$ cat src/rtl/uart_tx_arbiter.sv
// ---------------------------------------------------------------------------
// uart_tx_arbiter
//
// Shares one uart_tx byte transmitter between NUM_REQ byte producers using
// round-robin arbitration. Each producer offers a byte with a valid/ready
// handshake; the arbiter latches the winning byte, pulses the transmitter's
// send input for one cycle and then follows its busy output until the byte
// has gone out, so only one byte is ever in flight.
//
// Ports:
//   clk          system clock
//   rst          synchronous, active-high reset
//   req_valid    per-requester byte offered
//   req_data     per-requester byte, requester i at [i*DATA_W +: DATA_W]
//   req_ready    one-hot grant, combinational, only while idle
//   tx_data      byte presented to uart_tx data_in, held until next grant
//   tx_send      single-cycle start pulse to uart_tx send
//   tx_busy      busy flag from uart_tx
//   grant_id     index of the most recently granted requester
//   active       high from grant until the byte is complete
//   err_timeout  one-cycle pulse when tx_busy never rose after a send
// ---------------------------------------------------------------------------
module uart_tx_arbiter #(
  parameter int NUM_REQ     = 4,
  parameter int DATA_W      = 8,
  parameter int ACK_TIMEOUT = 16
) (
  input  logic                       clk,
  input  logic                       rst,
  input  logic [NUM_REQ-1:0]         req_valid,
  input  logic [NUM_REQ*DATA_W-1:0]  req_data,
  output logic [NUM_REQ-1:0]         req_ready,
  output logic [DATA_W-1:0]          tx_data,
  output logic                       tx_send,
  input  logic                       tx_busy,
  output logic [$clog2(NUM_REQ)-1:0] grant_id,
  output logic                       active,
  output logic                       err_timeout
);

  localparam int ID_W  = $clog2(NUM_REQ);
  localparam int CNT_W = $clog2(ACK_TIMEOUT + 1);

  typedef enum logic [1:0] {
    IDLE,
    SEND,
    WAIT_BUSY,
    WAIT_DONE
  } state_t;

  state_t            state;
  logic [ID_W-1:0]   rr_ptr;
  logic [ID_W-1:0]   cand_idx;
  logic [ID_W-1:0]   winner;
  logic [ID_W-1:0]   next_ptr;
  logic              any_valid;
  logic              grant;
  logic [CNT_W-1:0]  wait_cnt;

  // Round-robin search: rr_ptr is the requester with highest priority this
  // cycle (one past the last grant, 0 after reset). Walking offsets from the
  // top down lets the smallest offset overwrite the others and win.
  always_comb begin
    winner    = '0;
    cand_idx  = '0;
    any_valid = 1'b0;
    for (int i = NUM_REQ - 1; i >= 0; i--) begin
      cand_idx = ID_W'((int'(rr_ptr) + i) % NUM_REQ);
      if (req_valid[cand_idx]) begin
        winner    = cand_idx;
        any_valid = 1'b1;
      end
    end
    next_ptr = ID_W'((int'(winner) + 1) % NUM_REQ);
  end

  // A grant is only offered while idle and the transmitter is free, so a
  // valid arriving mid-transfer simply waits here.
  assign grant     = (state == IDLE) && !tx_busy && any_valid;
  assign req_ready = grant ? (NUM_REQ'(1) << winner) : '0;

  // Main sequencer. tx_send is registered: it rises on the grant edge so it
  // is high for exactly the SEND cycle. The timeout counter counts
  // consecutive low-busy cycles in WAIT_BUSY and gives up on the
  // ACK_TIMEOUT-th one, so it never needs to wrap.
  always_ff @(posedge clk) begin
    if (rst) begin
      state       <= IDLE;
      rr_ptr      <= '0;
      grant_id    <= '0;
      tx_data     <= '0;
      tx_send     <= 1'b0;
      active      <= 1'b0;
      err_timeout <= 1'b0;
      wait_cnt    <= '0;
    end else begin
      err_timeout <= 1'b0;
      case (state)
        IDLE: begin
          if (grant) begin
            tx_data  <= req_data[winner*DATA_W +: DATA_W];
            grant_id <= winner;
            rr_ptr   <= next_ptr;
            active   <= 1'b1;
            tx_send  <= 1'b1;
            state    <= SEND;
          end
        end
        SEND: begin
          tx_send  <= 1'b0;
          wait_cnt <= '0;
          state    <= WAIT_BUSY;
        end
        WAIT_BUSY: begin
          if (tx_busy) begin
            state <= WAIT_DONE;
          end else if (wait_cnt == CNT_W'(ACK_TIMEOUT - 1)) begin
            active      <= 1'b0;
            err_timeout <= 1'b1;
            state       <= IDLE;
          end else begin
            wait_cnt <= wait_cnt + 1'b1;
          end
        end
        WAIT_DONE: begin
          if (!tx_busy) begin
            active <= 1'b0;
            state  <= IDLE;
          end
        end
        default: state <= IDLE;
      endcase
    end
  end

endmodule

$ cat config.mk
export PLATFORM = sky130hd
export DESIGN_NAME = uart_tx_arbiter
export DESIGN_NICKNAME = d
export VERILOG_FILES = /design/src/rtl/uart_tx_arbiter.sv
export SDC_FILE = /design/constraint.sdc
export NUM_CORES = 1
export LEC_CHECK = 0
export CAP_MARGIN = 15
export CORE_UTILIZATION = 29
export CTS_CLUSTER_DIAMETER = 30
export DETAILED_ROUTE_END_ITERATION = 12
export GPL_ROUTABILITY_DRIVEN = 0
export PLACE_DENSITY = 0.68
export RECOVER_POWER = 100
export SYNTH_ARGS = -nofsm -noshare
export SYNTH_HDL_FRONTEND = slang
export SYNTH_SLANG_ARGS = --single-unit
$ cat constraint.sdc
create_clock -name clk -period 2.1 [get_ports clk]
set_input_delay 0.42 -clock clk [delete_from_list [all_inputs] [get_ports clk]]
set_output_delay 0.42 -clock clk [all_outputs]
set_load 0.005 [all_outputs]
==> results of run 1 <==
## cell usage in the layout (no fill, tap or decap), types with 2 or more instances in the layout
cell / n
clkdlybuf4s50_1: 45
buf_4: 22
dfxtp_1: 19
mux2i_1: 17
nor2_1: 9
nand2_1: 9
nand3b_1: 8
o221ai_1: 8
a21oi_1: 7
ha_1: 6
buf_2: 6
nor3_1: 4
clkbuf_8: 4
inv_2: 3
nand2b_1: 3
nand3_1: 3
buf_6: 3
a21oi_2: 2
inv_1: 2
and3_1: 2
nor2_2: 2
xor2_1: 2
dfxtp_2: 2
## logic make-up after synthesis
kind of cell / after synthesis / share of synthesized area (%)
adders and majority gates: 7 / 6.64
muxes: 17 / 12.9
AOI/OAI and AO/OA: 29 / 16.6
buffers and inverters: 11 / 4.27
and+or+nand+nor: 54 / 24.2
xor gates and xnor gates: 3 / 1.99
DFF: 22 / 33.4
## through the flow
step	total power (W)	setup WS, ps	TNS [ps]	hold WS (ps)
6_report	0.00156	12.2	0	495
5_1_grt	0.00166	-42.7	-68.6	521
4_1_cts	0.00154	14.3	0	500
3_5_place_dp	0.00120	-688	-4240	486
3_3_place_gp	0.00119	-667	-4110	482
2_1_floorplan	0.000882	163	0	464
## cells in the mapped netlist, types with 2 or more instances
library cell / n / area share [%]
xor2_1: 2 / 1.3
nand2b_1: 4 / 1.9
nand2_1: 9 / 2.6
buf_4: 2 / 1.1
nor3_1: 4 / 1.5
o221ai_1: 8 / 5.3
and3_1: 3 / 1.4
mux2i_1: 17 / 13
nand3b_1: 8 / 4.6
inv_1: 4 / 1.1
ha_1: 7 / 6.6
clkbuf_1: 3 / 0.85
a21oi_1: 8 / 3.0
dfxtp_1: 22 / 33
nand3_1: 3 / 1.1
nor2_1: 11 / 3.1
## state kept, by name, indices dropped and copies added, names as in the netlist
signal and count:
rr_ptr 2, active 1, wait_cnt 5, grant_id 2
tx_send 1, err_timeout 1, state 2, tx_data 8
## path summary, 6_finish.rpt
path | from | to | slack (ps) | depth (start not counted)
worst max-delay path | state[0] | req_ready[3] | 10 | 6
worst min-delay path | grant_id[0] | grant_id[0] | 490 | 2
worst max register to register | wait_cnt[0] | state[0] | 210 | 7
worst min register to register | grant_id[0] | grant_id[0] | 490 | 2
## per-layer routing
| layer | global-route usage [%] | up-vias |
|---|---|---|
| met5 | 0 | - |
| met4 | 5.44 | 0 |
| met3 | 2.33 | 4 |
| met2 | 25.1 | 29 |
| met1 | 20.6 | 621 |
| li1 | - | 679 |
## worst reg2reg max path, cell delays in order (launching register included)
cell and delay (ps):
dfxtp_1 340, ha_1 210, and3_1 180, ha_1 220, or3b_1 460, o21a_1 160
o22ai_1 140, nor2_1 60
## layout make-up
type | instances | area [um^2]
Tap cell | 52 | 65.1
Fill cell | 410 | 2170
Sequential cell | 22 | 447
Timing Repair Buffer | 80 | 729
Multi-Input combinational cell | 110 | 866
Clock buffer | 4 | 55.1
Inverter | 5 | 18.8
## what timing repair did
action,CTS,global route
setup buffers,4,0
resized for setup,45,8
pin swaps,5,6
setup endpoints to repair,4,4
## where the power goes
part           switching, W  internal [W]
Combinational      0.000307      0.000422
Sequential        0.0000407      0.000482
Clock              0.000138      0.000167
==> impl_metrics.json, run 1 <==
{
  "ys_types": 44,
  "grt_pass1_vias": 1308,
  "irDropWorstVdd_v": 0.000295,
  "cts_buffer_depth": 2,
  "cts_sinks": 22,
  "htreeDepth": 1,
  "setup_viol": 0,
  "crit_path_cell_trace": "inv_2 > ha_4 > or3b_4 > or2_4 > nor2_2 > buf_2",
  "design_area_um2": 2180,
  "maxCapViolCount": 0,
  "hpwl_mm": 2.65,
  "drt_iter0_drc": 51,
  "antenna_found_initial": 0,
  "diodes": 0,
  "critPathRequiredTime_ps": 1680,
  "cts-hold-fix-buffers": 0,
  "instances_no_fill": 273,
  "core-area_um2": 4350,
  "dp.cells": 266,
  "highest_layer": "met4",
  "tritoncts": "done",
  "die_w_um": 69.4,
  "crit_path_max_incr_delay_ps": 370,
  "cp-start-kind": "flip-flop",
  "finalCritPeriodShare_pct": 99.4,
  "setup.worst_path.class": "reg2out",
  "grt_usage_pct": 15.4,
  "vias_per_cell": 4.88,
  "hold_class": "reg2reg",
  "grt_start_max_net_pins": 17,
  "powerDensity_nw_per_um2": 714,
  "path_clk_slew_ps": 80,
  "dr_wl_met3_um": 147,
  "place_area_um2": 2060,
  "pin_count": 56,
  "wl_per_cell_um": 12.9,
  "p_leak_nw": 0.926,
  "tightest_slew_ps": 351,
  "syn_avg_cell_area_um2": 9.22,
  "wl_met2_mm": 1.71,
  "clk_latency_ps": 260,
  "hold_viol_final": 0,
  "die_h_um": 69.4,
  "wl_met1_mm": 1.62,
  "firstDrtPassIters": 4,
  "cp.arrival_ps": 1670,
  "grt_pass1_wl_mm": 6.02,
  "crit_path_max_fanout": 3,
  "ys_seq_area_share_pct": 33.4,
  "num_rows": 24,
  "area_growth_pct": 65.4,
  "vias": 1333,
  "syn_inst": 143,
  "drive_above_1_share_pct": 26.2,
  "numPortBuffers": 55,
  "synth_top_flop_cell": "dfxtp_1",
  "fin_crit_ps": 2090,
  "skew_ps": 1.41,
  "fin_nets": 268,
  "slew_headroom_pct": 76.5,
  "drc": 0,
  "synth_edf_count": 0,
  "routed_wl_mm": 3.53,
  "end_kind": "output port",
  "dieArea_um2": 4820,
  "cts_buffers": 3,
  "yosysWarnings": 0,
  "ys_ff_latch": 22,
  "synth_fp_nets": 189,
  "fin_util_pct": 50.1,
  "final_antenna_net_count": 0,
  "async_reset_ff_share_pct": 0,
  "outcome": "completed",
  "grt_overflow": 0,
  "crit_slowest_cell": "or3b_4",
  "crit_family": "simple AND/OR/NAND/NOR gates",
  "rsz0062_at_grt": "yes",
  "slew_viol_final": 0,
  "synth_area_um2": 1320,
  "path_buf_inv": 2,
  "start_util_pct": 30.3,
  "cts-root-buf": "clkbuf_8",
  "max_freq_mhz": 479
}
Note: power is estimated with default switching activity, not from simulation.
==> run 2: changes to the inputs <==
- HOLD_SLACK_MARGIN: unset -> 0.02
==> results of run 2 <==
Final layout, timing and power as in run 1 (identical DEF).
==> run 3: changes to the inputs <==
- REMOVE_ABC_BUFFERS: unset -> 1
- SKIP_LAST_GASP: unset -> 1
==> run 3 against run 2 <==
Against the previous run: clock-buffer cell count is 1 lower; sequential share of layout area is 0.25 points higher; utilization is 0.89 points lower; via count is 1.1% lower; first-iteration DRC count is 49% lower; critical path depth is 1 higher; combinational power is 7.5% lower; sequential power is 1% lower; largest cell class unchanged; non-clock buffer count is 1 lower; clock power is 30% higher.
==> impl_metrics.json, run 3 (synthesis gave the netlist of run 1 again) <==
{
  "end_kind": "output port",
  "num_rows": 24,
  "cp.arrival_ps": 1650,
  "cts_buffer_depth": 2,
  "finalCritPeriodShare_pct": 98.6,
  "vias_per_cell": 4.85,
  "final_cell_mix": "clkdlybuf4s50_1, buf_4, dfxtp_1",
  "antenna_found_initial": 0,
  "setup_viol": 0,
  "maxCapViolCount": 0,
  "die_h_um": 69.4,
  "dp_slack_ps": -646,
  "grt_start_max_net_pins": 18,
  "slew_headroom_pct": 75.5,
  "slew_viol_final": 0,
  "start_util_pct": 30.3,
  "tns_ps": 0,
  "postLayoutSetupSlackWorst_ps": 29.0,
  "reg_top3": "tx_data x8, wait_cnt x5",
  "hold_class": "reg2reg",
  "clock_power_share_pct": 25.0,
  "rsz0062_at_grt": "yes",
  "clk_latency_ps": 260,
  "grt_overflow": 0,
  "core-area_um2": 4350,
  "area_growth_pct": 62.4,
  "crit_family": "buffers and inverters",
  "grt_pass1_wl_mm": 5.81,
  "hp-start": "grant_id[0]",
  "crit_path_max_incr_delay_ps": 300,
  "critPathRequiredTime_ps": 1680,
  "outcome": "completed",
  "drive_above_1_share_pct": 22.7,
  "final_antenna_net_count": 0,
  "hold_viol_final": 0,
  "largest_reg_flops": 8,
  "p_leak_nw": 0.946,
  "tightest_slew_ps": 366,
  "tritoncts": "done",
  "regMostFlops": "tx_data",
  "startpoint": "req_valid[2]",
  "numPortBuffers": 55,
  "irDropWorstVdd_v": 0.000376,
  "wl_per_cell_um": 12.2,
  "fin_nets": 267,
  "cts_sinks": 22,
  "p_comb_share_pct": 42.5,
  "setup.worst_path.class": "in2out",
  "firstDrtPassIters": 4,
  "drt_iter0_drc": 26,
  "swShare_pct": 29.7,
  "path_clk_slew_ps": 80,
  "crit_path_max_fanout": 3,
  "vias": 1318,
  "pin_count": 56,
  "grt_usage_pct": 14.8,
  "max_freq_mhz": 483,
  "cp-start-kind": "primary input",
  "cts_buffers": 3,
  "fin_crit_ps": 2070,
  "powerDensity_nw_per_um2": 742,
  "seqPwrFrac_pct": 32.5,
  "diodes": 0,
  "drc": 0,
  "die_w_um": 69.4,
  "r2r-start": "state[0]",
  "skew_ps": 0.952,
  "mostFrequentLayoutCell": "clkdlybuf4s50_1",
  "seq_area_um2": 444,
  "crit_slowest_cell": "a211o_1",
  "cellInternalPower_w": 0.00112,
  "fill_cells": 438,
  "multi_input_area_um2": 836,
  "routed_wl_mm": 3.32,
  "grt_pass1_vias": 1342,
  "path_buf_inv": 3,
  "crit_path_cell_trace": "buf_2 > nor2b_2 > a21o_1 > a211o_1 > buf_4 > and3_1 > clkdlybuf4s15_1",
  "p_switching_w": 0.000471,
  "htreeDepth": 1,
  "dieArea_um2": 4820,
  "cts-root-buf": "clkbuf_8",
  "hpwl_mm": 2.58
}
-- run 3: changes by cell type in the layout (fill, tap and decap cells not counted), moves of 2 or more --
cell | before | now
clkbuf_2 | 0 | 2
nor2_1 | 9 | 11
dlygate4sd3_1 | 1 | 13
clkdlybuf4s15_2 | 1 | 3
clkdlybuf4s50_1 | 45 | 33
buf_2 | 6 | 3
buf_6 | 3 | 0
-- run 3: worst min-delay path: stages, from the launching register on --
cell and delay, ps:
dfxtp_1 320, nand2_1 70, a21oi_2 50
-- run 3: final cells by class --
class | count | share of cell area [%]
inverter | 5 | 0.876
clock inverter | 1 | 1.40
tap | 52 | 3.04
timing repair buffer | 79 | 33.0
sequential | 22 | 20.7
clock buffer | 3 | 1.93
multi-input combinational | 110 | 39.0
-- run 3: stage by stage --
| stage | cell area [um^2] | power, W | instances | util (%) | hold slack (ps) |
|---|---|---|---|---|---|
| after detailed placement | 2060 | 0.00121 | 266 | 47.4 | 473 |
| after floorplan | 1280 | 0.000859 | 137 | - | 458 |
| after CTS | 2140 | 0.00161 | 271 | 49.1 | 483 |
| after global routing | 2140 | 0.00170 | 272 | 49.2 | 499 |
| after global placement | 2060 | 0.00120 | 266 | 47.4 | 462 |
| final | 2140 | 0.00159 | 272 | 49.2 | 475 |
-- run 3: what timing repair did --
action | 4_1_cts | 5_1_grt
setup buffers | 1 | 1
pin swaps | 5 | 5
gates cloned | 0 | 0
endpoints found under the setup margin | 4 | 4
resized for setup | 31 | 5
hold buffers | 0 | 0
-- run 3: worst paths after layout --
kind / endpoint / slack (ps) / cells past startpoint
min: grant_id[0] / 480 / 2
min reg2reg: grant_id[0] / 480 / 2
max reg2reg: tx_data[5] / 240 / 7
max: req_ready[2] / 30 / 7
-- run 3: per-layer routing --
metal	track usage (%)	wire length [um]	vias to the layer above
met5	0	0	-
met2	26.2	1660	41
li1	-	-	678
met3	3.20	171	4
met1	17.1	1440	595
met4	5.90	50	0
-- run 3: power groups by stage --
stage | combinational [W] | clock [W] | sequential, W
floorplan | 0.000330 | 0 | 0.000529
global placement | 0.000679 | 0 | 0.000520
detailed placement | 0.000683 | 0 | 0.000525
CTS | 0.000690 | 0.000403 | 0.000519
global route | 0.000748 | 0.000423 | 0.000526
finish | 0.000674 | 0.000397 | 0.000517
